--- src/rtl/tl_uncached_pkg.sv ---
// Shared TileLink uncached field widths and packed channel types.
package tl_uncached_pkg;

  localparam int unsigned ADDR_BLOCK_W = 26;
  localparam int unsigned BEAT_W       = 3;
  localparam int unsigned CLIENT_ID_W  = 1;
  localparam int unsigned MGR_ID_W     = 2;
  localparam int unsigned A_TYPE_W     = 3;
  localparam int unsigned UNION_W      = 12;
  localparam int unsigned G_TYPE_W     = 4;
  localparam int unsigned DATA_W       = 64;
  localparam int unsigned COUNT_W      = 4;

  localparam int unsigned ACQ_W = ADDR_BLOCK_W + CLIENT_ID_W + BEAT_W + 1 + A_TYPE_W + UNION_W + DATA_W;
  localparam int unsigned GNT_W = BEAT_W + CLIENT_ID_W + MGR_ID_W + 1 + G_TYPE_W + DATA_W;

  typedef struct packed {
    logic [ADDR_BLOCK_W-1:0] addr_block;
    logic [CLIENT_ID_W-1:0]  client_xact_id;
    logic [BEAT_W-1:0]       addr_beat;
    logic                    is_builtin_type;
    logic [A_TYPE_W-1:0]     a_type;
    logic [UNION_W-1:0]      union_bits;
    logic [DATA_W-1:0]       data;
  } acq_t;

  typedef struct packed {
    logic [BEAT_W-1:0]       addr_beat;
    logic [CLIENT_ID_W-1:0]  client_xact_id;
    logic [MGR_ID_W-1:0]     manager_xact_id;
    logic                    is_builtin_type;
    logic [G_TYPE_W-1:0]     g_type;
    logic [DATA_W-1:0]       data;
  } gnt_t;

endpackage

--- src/rtl/tl_fifo.sv ---
// Registered ready/valid circular FIFO; pointers wrap at DEPTH, no bypass paths.
module tl_fifo
  import tl_uncached_pkg::*;
#(
  parameter int unsigned DEPTH = 2,
  parameter int unsigned WIDTH = 8
) (
  input  logic               clk,
  input  logic               reset,
  input  logic               in_valid,
  output logic               in_ready,
  input  logic [WIDTH-1:0]   in_bits,
  output logic               out_valid,
  input  logic               out_ready,
  output logic [WIDTH-1:0]   out_bits,
  output logic [COUNT_W-1:0] count
);

  localparam int unsigned PTR_W = (DEPTH > 1) ? $clog2(DEPTH) : 1;

  logic [WIDTH-1:0]   mem [DEPTH];
  logic [PTR_W-1:0]   head;
  logic [PTR_W-1:0]   tail;
  logic [COUNT_W-1:0] cnt;
  logic               enq;
  logic               deq;

  function automatic logic [PTR_W-1:0] next_ptr(input logic [PTR_W-1:0] p);
    return (p == PTR_W'(DEPTH - 1)) ? '0 : p + PTR_W'(1);
  endfunction

  assign in_ready  = (cnt != COUNT_W'(DEPTH));
  assign out_valid = (cnt != '0);
  assign out_bits  = mem[head];
  assign count     = cnt;
  assign enq       = in_valid && in_ready;
  assign deq       = out_valid && out_ready;

  always_ff @(posedge clk or negedge reset) begin
    if (!reset) begin
      head <= '0;
      tail <= '0;
      cnt  <= '0;
    end else begin
      if (enq) tail <= next_ptr(tail);
      if (deq) head <= next_ptr(head);
      case ({enq, deq})
        2'b10:   cnt <= cnt + COUNT_W'(1);
        2'b01:   cnt <= cnt - COUNT_W'(1);
        default: cnt <= cnt;
      endcase
    end
  end

  // Storage is not reset: contents are don't-care until written.
  always_ff @(posedge clk) begin
    if (enq) mem[tail] <= in_bits;
  end

endmodule

--- src/rtl/tl_uncached_buffer.sv ---
// Decoupling buffer for the uncached TileLink port: acquire FIFO always,
// grant FIFO only when TL_UNCACHED_BUFFER_GRANT_QUEUE_EN is defined.
module tl_uncached_buffer
  import tl_uncached_pkg::*;
#(
  parameter int unsigned ACQ_DEPTH = 2,
  parameter int unsigned GNT_DEPTH = 2
) (
  input  logic                    clk,
  input  logic                    reset,
  output logic                    io_in_acquire_ready,
  input  logic                    io_in_acquire_valid,
  input  logic [ADDR_BLOCK_W-1:0] io_in_acquire_bits_addr_block,
  input  logic [CLIENT_ID_W-1:0]  io_in_acquire_bits_client_xact_id,
  input  logic [BEAT_W-1:0]       io_in_acquire_bits_addr_beat,
  input  logic                    io_in_acquire_bits_is_builtin_type,
  input  logic [A_TYPE_W-1:0]     io_in_acquire_bits_a_type,
  input  logic [UNION_W-1:0]      io_in_acquire_bits_union,
  input  logic [DATA_W-1:0]       io_in_acquire_bits_data,
  input  logic                    io_in_grant_ready,
  output logic                    io_in_grant_valid,
  output logic [BEAT_W-1:0]       io_in_grant_bits_addr_beat,
  output logic [CLIENT_ID_W-1:0]  io_in_grant_bits_client_xact_id,
  output logic [MGR_ID_W-1:0]     io_in_grant_bits_manager_xact_id,
  output logic                    io_in_grant_bits_is_builtin_type,
  output logic [G_TYPE_W-1:0]     io_in_grant_bits_g_type,
  output logic [DATA_W-1:0]       io_in_grant_bits_data,
  input  logic                    io_out_acquire_ready,
  output logic                    io_out_acquire_valid,
  output logic [ADDR_BLOCK_W-1:0] io_out_acquire_bits_addr_block,
  output logic [CLIENT_ID_W-1:0]  io_out_acquire_bits_client_xact_id,
  output logic [BEAT_W-1:0]       io_out_acquire_bits_addr_beat,
  output logic                    io_out_acquire_bits_is_builtin_type,
  output logic [A_TYPE_W-1:0]     io_out_acquire_bits_a_type,
  output logic [UNION_W-1:0]      io_out_acquire_bits_union,
  output logic [DATA_W-1:0]       io_out_acquire_bits_data,
  output logic                    io_out_grant_ready,
  input  logic                    io_out_grant_valid,
  input  logic [BEAT_W-1:0]       io_out_grant_bits_addr_beat,
  input  logic [CLIENT_ID_W-1:0]  io_out_grant_bits_client_xact_id,
  input  logic [MGR_ID_W-1:0]     io_out_grant_bits_manager_xact_id,
  input  logic                    io_out_grant_bits_is_builtin_type,
  input  logic [G_TYPE_W-1:0]     io_out_grant_bits_g_type,
  input  logic [DATA_W-1:0]       io_out_grant_bits_data,
  output logic [COUNT_W-1:0]      acq_count,
  output logic [COUNT_W-1:0]      gnt_count
);

  if (ACQ_DEPTH < 1 || ACQ_DEPTH > 8) begin : g_bad_acq_depth
    $error("tl_uncached_buffer: ACQ_DEPTH must be 1..8");
  end
  if (GNT_DEPTH < 1 || GNT_DEPTH > 8) begin : g_bad_gnt_depth
    $error("tl_uncached_buffer: GNT_DEPTH must be 1..8");
  end

  acq_t acq_in;
  acq_t acq_out;
  gnt_t gnt_in;
  gnt_t gnt_out;

  assign acq_in = '{
    addr_block:      io_in_acquire_bits_addr_block,
    client_xact_id:  io_in_acquire_bits_client_xact_id,
    addr_beat:       io_in_acquire_bits_addr_beat,
    is_builtin_type: io_in_acquire_bits_is_builtin_type,
    a_type:          io_in_acquire_bits_a_type,
    union_bits:      io_in_acquire_bits_union,
    data:            io_in_acquire_bits_data
  };

  tl_fifo #(.DEPTH(ACQ_DEPTH), .WIDTH(ACQ_W)) u_acq_fifo (
    .clk       (clk),
    .reset     (reset),
    .in_valid  (io_in_acquire_valid),
    .in_ready  (io_in_acquire_ready),
    .in_bits   (acq_in),
    .out_valid (io_out_acquire_valid),
    .out_ready (io_out_acquire_ready),
    .out_bits  (acq_out),
    .count     (acq_count)
  );

  assign io_out_acquire_bits_addr_block      = acq_out.addr_block;
  assign io_out_acquire_bits_client_xact_id  = acq_out.client_xact_id;
  assign io_out_acquire_bits_addr_beat       = acq_out.addr_beat;
  assign io_out_acquire_bits_is_builtin_type = acq_out.is_builtin_type;
  assign io_out_acquire_bits_a_type          = acq_out.a_type;
  assign io_out_acquire_bits_union           = acq_out.union_bits;
  assign io_out_acquire_bits_data            = acq_out.data;

  assign gnt_in = '{
    addr_beat:       io_out_grant_bits_addr_beat,
    client_xact_id:  io_out_grant_bits_client_xact_id,
    manager_xact_id: io_out_grant_bits_manager_xact_id,
    is_builtin_type: io_out_grant_bits_is_builtin_type,
    g_type:          io_out_grant_bits_g_type,
    data:            io_out_grant_bits_data
  };

`ifdef TL_UNCACHED_BUFFER_GRANT_QUEUE_EN
  tl_fifo #(.DEPTH(GNT_DEPTH), .WIDTH(GNT_W)) u_gnt_fifo (
    .clk       (clk),
    .reset     (reset),
    .in_valid  (io_out_grant_valid),
    .in_ready  (io_out_grant_ready),
    .in_bits   (gnt_in),
    .out_valid (io_in_grant_valid),
    .out_ready (io_in_grant_ready),
    .out_bits  (gnt_out),
    .count     (gnt_count)
  );
`else
  assign gnt_out            = gnt_in;
  assign io_in_grant_valid  = io_out_grant_valid;
  assign io_out_grant_ready = io_in_grant_ready;
  assign gnt_count          = '0;
`endif

  assign io_in_grant_bits_addr_beat       = gnt_out.addr_beat;
  assign io_in_grant_bits_client_xact_id  = gnt_out.client_xact_id;
  assign io_in_grant_bits_manager_xact_id = gnt_out.manager_xact_id;
  assign io_in_grant_bits_is_builtin_type = gnt_out.is_builtin_type;
  assign io_in_grant_bits_g_type          = gnt_out.g_type;
  assign io_in_grant_bits_data            = gnt_out.data;

endmodule
--- config.mk ---
export PLATFORM = sky130hd
export DESIGN_NAME = tl_uncached_buffer
export DESIGN_NICKNAME = d
export VERILOG_FILES = /design/src/rtl/tl_uncached_pkg.sv /design/src/rtl/tl_fifo.sv /design/src/rtl/tl_uncached_buffer.sv
export SDC_FILE = /design/constraint.sdc
export NUM_CORES = 1
export LEC_CHECK = 0
export ABC_AREA = 1
export ABC_CLOCK_PERIOD_IN_PS = 5600
export CELL_PAD_IN_SITES_DETAIL_PLACEMENT = 0
export CELL_PAD_IN_SITES_GLOBAL_PLACEMENT = 1
export CORE_UTILIZATION = 29
export DETAILED_ROUTE_END_ITERATION = 12
export PLACE_DENSITY_LB_ADDON = 0.3
export REMOVE_ABC_BUFFERS = 1
export SYNTH_ARGS = -nofsm -noshare
export SYNTH_HDL_FRONTEND = slang
export SYNTH_HIERARCHICAL = 1
export SYNTH_SLANG_ARGS = --single-unit
--- constraint.sdc ---
create_clock -name clk -period 5.6 [get_ports clk]
set_input_delay 1.4 -clock clk [delete_from_list [all_inputs] [get_ports clk]]
set_output_delay 1.4 -clock clk [all_outputs]
set_load 0.05 [all_outputs]
==> results of run 1 <==
-- per-layer routing --
metal | vias to the layer above | track usage, % | routed length, µm
met1 | 2448 | 19.2 | 10400
met3 | 33 | 14.7 | 5140
met4 | 6 | 3.17 | 308
met5 | - | 8.65 | 309
li1 | 2570 | - | -
met2 | 344 | 19.9 | 9860
-- flip-flops by register name, summed over array words and instances (netlist names) --
name / flops
u_acq_fifo/head: 1
u_acq_fifo/mem: 220
u_acq_fifo/tail: 1
u_acq_fifo/count: 4
-- layout by cell type (no fill, tap or decap), drive strengths merged --
cell type / n
a21oi: 1
buf: 7
bufinv: 1
clkbuf: 32
clkdlybuf4s50: 229
clkinv: 7
clkinvlp: 1
conb: 4
dfrtp: 6
edfxtp: 220
fa: 1
ha: 3
inv: 9
nand2: 343
nand3: 4
nor2: 5
o21ai: 2
or2: 1
xnor2: 1
xor2: 2
-- report_power, final --
group | leakage (nW) | internal (mW) | switching (mW) | total (mW)
clock | 0.375 | 0.905 | 0.616 | 1.52
sequential | 2.13 | 2.31 | 0.164 | 2.47
combinational | 2.06 | 1.05 | 2.58 | 3.62
-- path summary, 6_finish.rpt --
kind | start | endpoint | cells after the start
worst max-delay path | u_acq_fifo/head | io_out_acquire_bits_data[12] | 5
worst min-delay path | u_acq_fifo/count[0] | u_acq_fifo/count[0] | 1
worst max register to register | u_acq_fifo/count[0] | u_acq_fifo/mem[0][92] | 5
worst min register to register | u_acq_fifo/count[0] | u_acq_fifo/count[0] | 1
max in group asynchronous | reset | u_acq_fifo/head | 1
min in group asynchronous | reset | u_acq_fifo/count[0] | 1
-- synthesized netlist by cell type --
cell | count | share of area (%)
sky130_fd_sc_hd__fa_1 | 1 | 0.22
sky130_fd_sc_hd__a21oi_1 | 1 | 0.056
sky130_fd_sc_hd__buf_2 | 13 | 0.72
sky130_fd_sc_hd__nand3_2 | 2 | 0.22
sky130_fd_sc_hd__nand3_1 | 2 | 0.11
sky130_fd_sc_hd__xnor2_1 | 1 | 0.097
sky130_fd_sc_hd__ha_1 | 3 | 0.42
sky130_fd_sc_hd__or2_1 | 1 | 0.070
sky130_fd_sc_hd__xor2_1 | 2 | 0.19
sky130_fd_sc_hd__nand2_2 | 1 | 0.070
sky130_fd_sc_hd__nand2_1 | 342 | 14
sky130_fd_sc_hd__inv_2 | 2 | 0.083
sky130_fd_sc_hd__o21ai_0 | 2 | 0.11
sky130_fd_sc_hd__buf_4 | 91 | 7.6
sky130_fd_sc_hd__nor2_1 | 3 | 0.13
sky130_fd_sc_hd__conb_1 | 1 | 0.042
sky130_fd_sc_hd__nor2_2 | 1 | 0.070
sky130_fd_sc_hd__clkbuf_1 | 1 | 0.042
sky130_fd_sc_hd__nor2_4 | 1 | 0.13
sky130_fd_sc_hd__edfxtp_1 | 220 | 73
sky130_fd_sc_hd__dfrtp_1 | 6 | 1.7
sky130_fd_sc_hd__inv_1 | 7 | 0.29
-- kinds of logic after synthesis --
logic type / Yosys count
AOI/OAI and AO/OA: 3
xor gates and xnor gates: 3
adders and majority gates: 4
buffers and inverters: 114
DFF: 226
other: 1
and+or+nand+nor: 353
-- area by class of cell --
class | count | area (µm²)
Multi-Input combinational cell | 367 | 1480
Clock buffer | 32 | 692
Tap cell | 396 | 495
Sequential cell | 226 | 6760
Timing Repair Buffer | 236 | 2370
Fill cell | 2894 | 18700
Inverter | 9 | 36.3
Clock inverter | 9 | 68.8
-- per-stage QoR --
stage | TNS, ns | utilization (%)
global placement | 0 | 36.4
CTS | 0 | 38.9
floorplan | -114.21 | -
global route | 0 | 38.9
detailed placement | 0 | 36.4
finish | 0 | 38.9
-- critical path: cells and delay by family, from the launching register on --
kind | cells | cell delay [ns]
AND/OR/NAND/NOR | 2 | 0.17
buffers and inverters | 3 | 1.82
flip-flops | 1 | 0.71
==> metrics.log, run 1 <==
INFO  metric number_of_setup_violations_in_the_final_report = 0
INFO  metric floorplan.die.width = 178 µm
INFO  metric top_achievable_clock_speed = 209 MHz
INFO  metric global_route_wire_length_before_repair = 36000 µm
INFO  metric drt-wirelength-per-cell = 20.4 µm
INFO  metric drt_wl_total = 26000 µm
INFO  metric cts-hold-fix-buffers = 0
INFO  metric first_global_vias = 5193
INFO  metric antenna_found_initial = 0
INFO  metric netlist-cell-type-count = 22
INFO  metric critical_path_required = 4.20 ns
INFO  metric unrepaired_setup_endpoints_after_global_routing = no
INFO  metric xor_xnor_share_of_the_synthesized_area = 0.292%
INFO  metric remaining_drc_errors = 0
INFO  metric avgSynthCellArea = 12.8 µm²
INFO  metric finish.cell_count_without_fillers = 1275
INFO  metric grtUsageTotal = 16.0%
INFO  metric cts_buffers = 25
INFO  metric floorplan.die.height = 178 µm
INFO  metric dp.final_hpwl = 17800 µm
INFO  metric synth_warnings = 6
INFO  metric vias_per_cell = 4.24
INFO  metric period_minus_slack = 4.78 ns
INFO  metric routed_via_count = 5401
INFO  metric cts_buffer_depth = 3
INFO  metric core_region_area = 0.0306 mm²
INFO  metric postSynthCellCount = 704
INFO  metric die_area = 0.0317 mm²
INFO  metric p_per_area = 640 mW/mm²
INFO  metric sinks_on_the_clock_net = 226
INFO  metric hold_violations = 0
INFO  metric worst-setup-path-type = reg2out
INFO  metric rows = 64
INFO  metric dominant_combinational_cell_family_by_area_after_synthesis = simple AND/OR/NAND/NOR gates
INFO  metric cp_common_cell = sky130_fd_sc_hd__nand2_1
INFO  metric cp.arrival = 3.38 ns
INFO  metric simple_gate_share_of_the_synthesized_area = 15.1%
INFO  metric clockRootBuffer = sky130_fd_sc_hd__clkbuf_16
INFO  metric synth-adder-area-share = 0.640%
INFO  metric crit_path_cell_trace = inv_4, buf_12, nand2_1, nand2_1, clkdlybuf4s50_1
INFO  metric clk_latency_worst_skew_pair = 0.51 ns
INFO  metric worstPathMaxFanout = 63
INFO  metric detailed_route_iter0_violations = 242
INFO  metric nets = 1060
INFO  metric initial_utilization = 29.4%
INFO  metric cp-start-kind = flop
INFO  metric antenna_nets_post_route = 0
INFO  metric layout_setup_ws = 0.819 ns
INFO  metric fin_area = 0.0119 mm²
INFO  metric place.gp.congestion = 0.737
INFO  metric cap_violations = 0
INFO  metric layout-drive-gt1-share = 5.80%
INFO  metric worstMarginPinSlew = 0.922 ns
INFO  metric ir_drop = 319 µV
INFO  metric cts.clk_slew.worst_paths = 0.06 ns
INFO  metric timing.critical_path.to_type = output pin
INFO  metric timing.critical_path.slowest_cell_delay = 0.83 ns
INFO  metric fin_hold_ws = 0.567 ns
INFO  metric antennaDiodeCount = 0
INFO  metric r2r_setup_slack = 3.29 ns
INFO  metric finalClockSkew = 0.00828 ns
INFO  metric ys_seq_elements = 226
INFO  metric post_cts_buffers = 0
INFO  metric drt_first_pass_iters = 4
INFO  metric placement.io_buffers = 229
INFO  metric cts-htree-levels = 1
INFO  metric grt_overflow = 0
INFO  metric synth_compound_gate_area_share = 0.167%
INFO  metric grt_start_max_net_pins = 64
INFO  metric min_period_over_period = 85.4%
INFO  metric slew_headroom = 38.4%
INFO  metric design_power_total = 7.62 mW
INFO  metric p_leak = 4.56 nW
INFO  metric synth.yosys.seq_area_share = 75.1%
INFO  metric run_status = finished, final reports clean
INFO  metric worst_min_path_class = reg2reg
INFO  metric numPlacedInstances = 1234
INFO  metric synth_mux_area_share = 0%
INFO  metric tritoncts = done
INFO  metric syn_to_final_growth = 32.3%
INFO  metric netlist_area = 0.00900 mm²
INFO  metric postPlaceCellArea = 0.0111 mm²
INFO  metric finalMaxSlewViolations = 0
INFO  metric critical-path-slowest-cell = sky130_fd_sc_hd__clkdlybuf4s50_1
INFO  metric dp_slack = 1.33 ns
INFO  metric ioPinCount = 388
INFO  metric number_of_cells_upsized_or_downsized_after_cts = 0
(Power assumes the default switching activity.)
==> inputs of run 2 (changes only) <==
SKIP_CTS_REPAIR_TIMING = 1   (was unset)
==> results of run 2 <==
No change in the layout: final DEF, timing and power equal those of run 1.
